==> src/rtl/glb_ld_addr_gen_pkg.sv <==
// Shared global-buffer types: header layout, loop controls, mode and FSM encodings,
// width constants and small header helpers used by the load address generator.
package glb_ld_addr_gen_pkg;

  localparam int LOOP_LEVEL          = 4;
  localparam int GLB_ADDR_WIDTH      = 22;
  localparam int MAX_RANGE_WIDTH     = 21;
  localparam int MAX_STRIDE_WIDTH    = 11;
  localparam int MAX_NUM_WORDS_WIDTH = 21;

  typedef enum logic [1:0] {
    MODE_OFF       = 2'd0,
    MODE_NORMAL    = 2'd1,
    MODE_REPEAT    = 2'd2,
    MODE_AUTO_INCR = 2'd3
  } glb_mode_e;

  typedef enum logic [1:0] {
    ST_IDLE     = 2'd0,
    ST_LOAD     = 2'd1,
    ST_ACTIVE   = 2'd2,
    ST_INACTIVE = 2'd3
  } ld_state_e;

  typedef struct packed {
    logic [MAX_RANGE_WIDTH-1:0]  range;
    logic [MAX_STRIDE_WIDTH-1:0] stride;
  } loop_ctrl_t;

  typedef struct packed {
    logic                           valid;
    logic [GLB_ADDR_WIDTH-1:0]      start_addr;
    logic [MAX_NUM_WORDS_WIDTH-1:0] num_active_words;
    logic [MAX_NUM_WORDS_WIDTH-1:0] num_inactive_words;
    loop_ctrl_t [LOOP_LEVEL-1:0]    loop_ctrl;
  } dma_ld_header_t;

  // A programmed range of zero behaves like a single iteration.
  function automatic logic [MAX_RANGE_WIDTH-1:0] eff_range(input logic [MAX_RANGE_WIDTH-1:0] r);
    return (r == '0) ? MAX_RANGE_WIDTH'(1) : r;
  endfunction

  function automatic logic hdr_single_word(input dma_ld_header_t h);
    logic single;
    single = 1'b1;
    for (int i = 0; i < LOOP_LEVEL; i++) begin
      if (eff_range(h.loop_ctrl[i].range) != MAX_RANGE_WIDTH'(1)) single = 1'b0;
    end
    return single;
  endfunction

endpackage

==> src/rtl/glb_ld_addr_gen_hdr_fifo.sv <==
// glb_hdr_fifo: small first-word-fall-through header queue; a push into a full
// queue is accepted only when a pop happens in the same cycle.
module glb_hdr_fifo #(
  parameter int WIDTH = 8,
  parameter int DEPTH = 4
) (
  input  logic             clk,
  input  logic             reset,
  input  logic             push_i,
  input  logic [WIDTH-1:0] push_data_i,
  input  logic             pop_i,
  output logic [WIDTH-1:0] pop_data_o,
  output logic             full_o,
  output logic             empty_o
);
  localparam int PW = (DEPTH > 1) ? $clog2(DEPTH) : 1;

  logic [WIDTH-1:0] mem_q [DEPTH];
  logic [PW-1:0]    wr_ptr_q, rd_ptr_q;
  logic [PW:0]      count_q;
  logic             do_push, do_pop;

  assign full_o     = (count_q == (PW+1)'(DEPTH));
  assign empty_o    = (count_q == '0);
  assign do_pop     = pop_i && !empty_o;
  assign do_push    = push_i && (!full_o || do_pop);
  assign pop_data_o = mem_q[rd_ptr_q];

  always_ff @(posedge clk) begin
    if (do_push) mem_q[wr_ptr_q] <= push_data_i;
  end

  always_ff @(posedge clk) begin
    if (reset) begin
      wr_ptr_q <= '0;
      rd_ptr_q <= '0;
      count_q  <= '0;
    end else begin
      if (do_push) wr_ptr_q <= wr_ptr_q + 1'b1;
      if (do_pop)  rd_ptr_q <= rd_ptr_q + 1'b1;
      case ({do_push, do_pop})
        2'b10:   count_q <= count_q + 1'b1;
        2'b01:   count_q <= count_q - 1'b1;
        default: count_q <= count_q;
      endcase
    end
  end

endmodule

==> src/rtl/glb_ld_addr_gen.sv <==
// Global-buffer load address generator: queues DMA headers and walks a nested
// loop address pattern per header, with optional active/inactive duty cycling.
module glb_ld_addr_gen
  import glb_ld_addr_gen_pkg::*;
#(
  parameter int LOOP_LEVEL          = glb_ld_addr_gen_pkg::LOOP_LEVEL,
  parameter int QUEUE_DEPTH         = 4,
  parameter int GLB_ADDR_WIDTH      = glb_ld_addr_gen_pkg::GLB_ADDR_WIDTH,
  parameter int MAX_RANGE_WIDTH     = glb_ld_addr_gen_pkg::MAX_RANGE_WIDTH,
  parameter int MAX_STRIDE_WIDTH    = glb_ld_addr_gen_pkg::MAX_STRIDE_WIDTH,
  parameter int MAX_NUM_WORDS_WIDTH = glb_ld_addr_gen_pkg::MAX_NUM_WORDS_WIDTH
) (
  input  logic                      clk,
  input  logic                      reset,
  input  logic [1:0]                cfg_mode,
  input  logic                      hdr_wr_en,
  input  dma_ld_header_t            hdr_wr_data,
  output logic                      hdr_full,
  output logic                      hdr_ovf,
  input  logic                      strm_start,
  output logic                      rdrq_valid,
  input  logic                      rdrq_ready,
  output logic [GLB_ADDR_WIDTH-1:0] rdrq_addr,
  output logic                      rdrq_last,
  output logic                      strm_done,
  output logic                      busy
);
  localparam int AW = GLB_ADDR_WIDTH;
  localparam int RW = MAX_RANGE_WIDTH;
  localparam int NW = MAX_NUM_WORDS_WIDTH;

  glb_mode_e      mode;
  dma_ld_header_t fifo_head;
  logic           fifo_empty, fifo_pop;
  logic           unused_hdr_valid;

  ld_state_e      state_q;
  logic [AW-1:0]  start_q, addr_q;
  logic [NW-1:0]  act_words_q, inact_words_q, act_cnt_q, inact_cnt_q;
  logic [RW-1:0]  range_q [LOOP_LEVEL];
  logic [AW-1:0]  step_q  [LOOP_LEVEL];
  logic [RW-1:0]  itr_q   [LOOP_LEVEL];
  logic [AW-1:0]  acc_q   [LOOP_LEVEL];
  logic           last_q, done_q, ovf_q;

  logic [LOOP_LEVEL:0]   carry;
  logic [LOOP_LEVEL-1:0] at_end, end_d, unit_range;
  logic [RW-1:0]         itr_d    [LOOP_LEVEL];
  logic [AW-1:0]         acc_d    [LOOP_LEVEL];
  logic [AW-1:0]         addr_sum [LOOP_LEVEL+1];
  logic                  unused_carry, duty_en, rep_last;

  assign mode             = glb_mode_e'(cfg_mode);
  assign fifo_pop         = (state_q == ST_LOAD);
  assign unused_hdr_valid = fifo_head.valid;
  assign unused_carry     = carry[LOOP_LEVEL];

  glb_hdr_fifo #(
    .WIDTH($bits(dma_ld_header_t)),
    .DEPTH(QUEUE_DEPTH)
  ) u_hdr_fifo (
    .clk        (clk),
    .reset      (reset),
    .push_i     (hdr_wr_en),
    .push_data_i(hdr_wr_data),
    .pop_i      (fifo_pop),
    .pop_data_o (fifo_head),
    .full_o     (hdr_full),
    .empty_o    (fifo_empty)
  );

  // Each level keeps itr*step in its own accumulator, so the address is a plain sum.
  assign carry[0]    = 1'b1;
  assign addr_sum[0] = start_q;
  generate
    for (genvar gi = 0; gi < LOOP_LEVEL; gi++) begin : g_level
      assign at_end[gi]       = (itr_q[gi] == range_q[gi] - 1'b1);
      assign carry[gi+1]      = carry[gi] & at_end[gi];
      assign itr_d[gi]        = !carry[gi] ? itr_q[gi] : (at_end[gi] ? '0 : itr_q[gi] + 1'b1);
      assign acc_d[gi]        = !carry[gi] ? acc_q[gi] : (at_end[gi] ? '0 : acc_q[gi] + step_q[gi]);
      assign end_d[gi]        = (itr_d[gi] == range_q[gi] - 1'b1);
      assign unit_range[gi]   = (range_q[gi] == RW'(1));
      assign addr_sum[gi+1]   = addr_sum[gi] + acc_d[gi];
    end
  endgenerate

  assign duty_en  = (act_words_q != '0) && (inact_words_q != '0);
  assign rep_last = &unit_range;

  always_ff @(posedge clk) begin
    if (reset) begin
      state_q       <= ST_IDLE;
      start_q       <= '0;
      addr_q        <= '0;
      act_words_q   <= '0;
      inact_words_q <= '0;
      act_cnt_q     <= '0;
      inact_cnt_q   <= '0;
      last_q        <= 1'b0;
      done_q        <= 1'b0;
      ovf_q         <= 1'b0;
      for (int i = 0; i < LOOP_LEVEL; i++) begin
        range_q[i] <= '0;
        step_q[i]  <= '0;
        itr_q[i]   <= '0;
        acc_q[i]   <= '0;
      end
    end else begin
      done_q <= 1'b0;
      if (hdr_wr_en && hdr_full && !fifo_pop) ovf_q <= 1'b1;
      case (state_q)
        ST_IDLE: begin
          if (strm_start && !fifo_empty && (mode != MODE_OFF)) state_q <= ST_LOAD;
        end
        ST_LOAD: begin
          start_q       <= fifo_head.start_addr;
          addr_q        <= fifo_head.start_addr;
          act_words_q   <= fifo_head.num_active_words;
          inact_words_q <= fifo_head.num_inactive_words;
          act_cnt_q     <= '0;
          inact_cnt_q   <= '0;
          last_q        <= hdr_single_word(fifo_head);
          for (int i = 0; i < LOOP_LEVEL; i++) begin
            range_q[i] <= eff_range(fifo_head.loop_ctrl[i].range);
            step_q[i]  <= AW'({fifo_head.loop_ctrl[i].stride[MAX_STRIDE_WIDTH-1:0], 1'b0});
            itr_q[i]   <= '0;
            acc_q[i]   <= '0;
          end
          state_q <= ST_ACTIVE;
        end
        ST_ACTIVE: begin
          if (rdrq_ready) begin
            if (last_q) begin
              // Header complete: rewind so REPEAT can reissue without a reload.
              done_q    <= 1'b1;
              addr_q    <= start_q;
              act_cnt_q <= '0;
              last_q    <= rep_last;
              for (int i = 0; i < LOOP_LEVEL; i++) begin
                itr_q[i] <= '0;
                acc_q[i] <= '0;
              end
              case (mode)
                MODE_REPEAT:    state_q <= ST_ACTIVE;
                MODE_AUTO_INCR: state_q <= fifo_empty ? ST_IDLE : ST_LOAD;
                default:        state_q <= ST_IDLE;
              endcase
            end else begin
              addr_q <= addr_sum[LOOP_LEVEL];
              last_q <= &end_d;
              for (int i = 0; i < LOOP_LEVEL; i++) begin
                itr_q[i] <= itr_d[i];
                acc_q[i] <= acc_d[i];
              end
              if (duty_en) begin
                if (act_cnt_q == act_words_q - 1'b1) begin
                  act_cnt_q   <= '0;
                  inact_cnt_q <= '0;
                  state_q     <= ST_INACTIVE;
                end else begin
                  act_cnt_q <= act_cnt_q + 1'b1;
                end
              end
            end
          end
        end
        ST_INACTIVE: begin
          if (inact_cnt_q == inact_words_q - 1'b1) state_q <= ST_ACTIVE;
          else                                     inact_cnt_q <= inact_cnt_q + 1'b1;
        end
        default: state_q <= ST_IDLE;
      endcase
    end
  end

  assign rdrq_valid = (state_q == ST_ACTIVE);
  assign rdrq_addr  = addr_q;
  assign rdrq_last  = last_q && rdrq_valid;
  assign strm_done  = done_q;
  assign busy       = (state_q != ST_IDLE);
  assign hdr_ovf    = ovf_q;

endmodule
==> config.mk <==
export PLATFORM = sky130hd
export DESIGN_NAME = glb_ld_addr_gen
export DESIGN_NICKNAME = d
export VERILOG_FILES = /design/src/rtl/glb_ld_addr_gen_pkg.sv /design/src/rtl/glb_ld_addr_gen_hdr_fifo.sv /design/src/rtl/glb_ld_addr_gen.sv
export SDC_FILE = /design/constraint.sdc
export NUM_CORES = 2
export LEC_CHECK = 0
export CAP_MARGIN = 0
export CORE_MARGIN = 1
export CORE_UTILIZATION = 55
export DETAILED_ROUTE_END_ITERATION = 10
export PLACE_DENSITY = 0.69
export REMOVE_ABC_BUFFERS = 1
export SLEW_MARGIN = 20
export SYNTH_ARGS = -nofsm -noshare
export SYNTH_HDL_FRONTEND = slang
export SYNTH_SLANG_ARGS = --single-unit
==> constraint.sdc <==
create_clock -name clk -period 10.5 [get_ports clk]
set_clock_uncertainty 0.2 [all_clocks]
set_input_delay 1.575 -clock clk [delete_from_list [all_inputs] [get_ports clk]]
set_output_delay 1.575 -clock clk [all_outputs]
set_load 0.01 [all_outputs]
==> flow_summary.rst <==
.. list-table::
   :header-rows: 1

   * - Metric
     - Value
   * - Run status
     - finished clean
   * - Dominant register cell in the synthesized netlist
     - sky130_fd_sc_hd__edfxtp_1
   * - Clock tree from TritonCTS
     - yes
   * - I/O Pins
     - 228
   * - Via count of the first global-routing pass
     - 38400
   * - Final-layout setup total negative slack
     - 0 ns
   * - Last weighted congestion value of the routability-driven placer
     - 0.988
   * - Maximum level of the CTS H-tree
     - 4
   * - Total of max-cap violations
     - 0
   * - Final period demand of the worst path
     - 9.77 ns
   * - Number of DRC violations after detailed routing
     - 0
   * - Share of post-route cells with drive strength above 1
     - 0.105
   * - Total congestion overflow
     - 0
   * - Dpl cells
     - 6157
   * - Final Cycle Share
     - 0.931
   * - Cell with the largest stage delay on the worst path
     - sky130_fd_sc_hd__nor4_1
   * - Upper clock frequency limit
     - 0.102 GHz
   * - Launch point of the critical path
     - range_q[1][0]
   * - Final routed wire length divided by cell count
     - 23.3 um
   * - Port Buffers
     - 226
   * - Number of vias per cell after detailed routing
     - 6.08
   * - CP max stage delay
     - 0.75 ns
   * - Maximum buffer depth of the clock tree
     - 3
   * - Cell Area, Synth
     - 60500 sq um
   * - TritonCTS sink count
     - 1210
   * - Crit path capture type
     - register
   * - Total number of nets in the final design
     - 5234
   * - Post-synth EDFFs
     - 1068
   * - Most frequent cell on the critical path
     - sky130_fd_sc_hd__a21oi_1
   * - Finish-stage setup viols
     - 0
   * - Number of detailed-routing iterations run before antenna repair
     - 6
   * - Leakage power summed over all cells
     - 23.5 nW
   * - Aggregate global-route resource usage
     - 0.268
   * - Cell accounting for the most synthesized area
     - sky130_fd_sc_hd__edfxtp_1
   * - Number of rows in the core area
     - 121
   * - Count of non-filler cells in the finished layout
     - 6396
   * - Max-slew violation count
     - 0
   * - Hold Path Stages
     - 2
   * - Min-Delay Startpoint
     - rdrq_addr[10]
   * - CORE AREA
     - 109000 sq um
   * - PwrDens
     - 243 nW/um^2
   * - Hold Slack
     - 0.262 ns
   * - Number of hold violations in the final report
     - 0
   * - Worst r2r src
     - range_q[1][0]
   * - Largest net degree at the start of global routing
     - 84
   * - Max VDD drop
     - 176 uV
   * - Num CTS Buffers
     - 130
   * - Remaining antenna violation count
     - 0
   * - Average size of a mapped cell
     - 12.9 sq um
   * - Synthesis Warnings
     - 0
   * - Effective utilization at floorplan
     - 0.555
   * - Proportion of netlist area held by the largest area contributor
     - 0.530
   * - Starting DRC count in detailed routing
     - 3668
   * - Synthesis-stage register bit count
     - 1210
   * - Root buf cell
     - sky130_fd_sc_hd__clkbuf_16
   * - Count of filler cells inserted in the layout
     - 8310
   * - Via count
     - 38900
   * - Initial antenna violation count
     - 16
   * - Endpoint of the worst hold-timing path
     - rdrq_addr[10]
   * - Critical Path Start Type
     - register
   * - Number of different library cells in the post-synthesis netlist
     - 88
   * - Worst-margin pin slew
     - 1.08 ns
   * - Count of instances resized after the clock tree is built
     - 0
   * - Setup slack of the worst register-to-register path
     - 0.73 ns
   * - Arr. time, crit path
     - 10.20 ns
   * - Postcts setup bufs
     - 0
   * - Clk Latency, worst-skew pair
     - 0.75 ns
   * - Endpoint of the lowest-slack register-to-register path
     - rdrq_addr[20]
   * - Die Footprint
     - 111000 sq um
   * - Async set or reset register ratio after synthesis
     - 0
   * - Number of buffers added to fix hold violations after cts
     - 0
   * - Most common cell in the netlist
     - sky130_fd_sc_hd__edfxtp_1
   * - Power Total
     - 16.6 mW
   * - Category of the critical setup timing path
     - reg2reg
   * - Total wirelength of the detailed-routed design
     - 149 mm
   * - Synth top area cells
     - sky130_fd_sc_hd__edfxtp_1 53%, sky130_fd_sc_hd__mux4_2 7.2%, sky130_fd_sc_hd__dfxtp_1 4.7%
   * - Max FO, Critical Path
     - 9
   * - Required time at the worst-slack endpoint
     - 10.93 ns
   * - First-pass GRT wire length
     - 228 mm
   * - Half-perimeter wire length after detailed placement
     - 104 mm
   * - Layout Utilization
     - 0.629
   * - Clock transition at the registers of the reported paths
     - 0.07 ns
   * - Die width
     - 334 um
   * - Proportion of synthesized chip area in sequential cells
     - 0.577
   * - Chip Height
     - 334 um
   * - Synthesized netlist cell count
     - 4701
   * - Area delta synth->final
     - 13.3%
   * - Setup repair after global routing missed its margin
     - no
   * - Cell count of the worst reg-to-reg path
     - 31
   * - Max-slew headroom
     - 0.274
   * - Top cells by count, synth
     - 1068 x sky130_fd_sc_hd__edfxtp_1, 411 x sky130_fd_sc_hd__nor2_1, 285 x sky130_fd_sc_hd__nand2_1
   * - Path class of the lowest-slack min-delay path
     - reg2reg
[routing by layer]
layer | wire (um) | vias up | global-route usage
met1 | 64100 | 19300 | 0.367
met5 | 185 | - | 0
li1 | - | 18000 | -
met4 | 3590 | 24 | 0.0792
met2 | 71200 | 1257 | 0.435
met3 | 10000 | 258 | 0.0524
[area by class of cell]
class                           instances  area (sq um)  share of cell area
Sequential cell                      1210         34900               0.509
Multi-Input combinational cell       3060         24100               0.351
Clock buffer                          169          3550              0.0517
Timing Repair Buffer                  300          2870              0.0419
Tap cell                             1414          1770              0.0258
Clock inverter                         65           743              0.0108
Inverter                              174           653             0.00952
Antenna cell                            4          10.0            0.000146
[registers in the layout (all words and copies together) (netlist names), 3 cells and up, named ones only]
| name | flops |
|---|---|
| acc_q | 88 |
| act_cnt_q | 21 |
| act_words_q | 21 |
| inact_cnt_q | 21 |
| inact_words_q | 21 |
| itr_q | 84 |
| range_q | 84 |
| rdrq_addr | 22 |
| start_q | 22 |
| step_q | 44 |
| u_hdr_fifo.count_q | 3 |
| u_hdr_fifo.mem_q | 768 |
[where the power goes]
group	switching [mW]	internal [mW]	leakage, nW
sequential	0.576	5.96	11.4
combinational	3.10	2.38	10.0
clock	1.90	2.72	2.08
total	5.58	11.1	23.5
[cells by family after synthesis]
family | share of synthesized area
xor gates and xnor gates | 0.0659
buffers and inverters | 0.0272
and+or+nand+nor | 0.138
muxes | 0.0871
adders and majority gates | 0.0410
DFF | 0.577
AOI/OAI and AO/OA | 0.0638
[per-stage QoR]
stage	cell area, sq um	worst slack, ns
after global routing	68600	0.0997
final	68600	0.729
after detailed placement	64200	0.944
after global placement	64200	1.02
after floorplan	59500	0.475
after CTS	68500	0.840
[worst max-delay path by stage]
| stage | to | cells past startpoint |
|---|---|---|
| after global placement | rdrq_addr[20] | 31 |
| after floorplan | range_q[3][10] | 6 |
| final | rdrq_addr[20] | 31 |
| after CTS | rdrq_addr[20] | 31 |
| after global routing | rdrq_addr[20] | 30 |
| after detailed placement | rdrq_addr[20] | 31 |
[placed cells by master (no fill, tap or decap), types with 89 or more instances in the layout]
cell | synthesis | routed
sky130_fd_sc_hd__clkbuf_16 | 0 | 135
sky130_fd_sc_hd__nor2_1 | 411 | 409
sky130_fd_sc_hd__mux4_2 | 193 | 193
sky130_fd_sc_hd__and2_1 | 179 | 175
sky130_fd_sc_hd__clkdlybuf4s50_1 | 0 | 225
sky130_fd_sc_hd__nand2_1 | 285 | 285
sky130_fd_sc_hd__inv_1 | 174 | 174
sky130_fd_sc_hd__o21ai_0 | 100 | 100
sky130_fd_sc_hd__nand3_1 | 124 | 123
sky130_fd_sc_hd__nor3_1 | 104 | 103
sky130_fd_sc_hd__a21oi_1 | 144 | 144
sky130_fd_sc_hd__edfxtp_1 | 1068 | 1068
sky130_fd_sc_hd__xor2_1 | 176 | 176
sky130_fd_sc_hd__dfxtp_1 | 142 | 139
sky130_fd_sc_hd__nor4_1 | 109 | 107
sky130_fd_sc_hd__xnor2_1 | 225 | 225
sky130_fd_sc_hd__ha_1 | 91 | 89
[worst max-delay path, delay by kind of cell, from the launching register on]
family,cells,cell delay (ns)
simple gates,9,3.32
compound gates,12,3.03
flops,1,0.41
fa+ha+maj,5,2.01
xor+xnor,1,0.22
buf+inv,3,0.23
mux,1,0.21
Note: power is estimated with default switching activity, not from simulation.
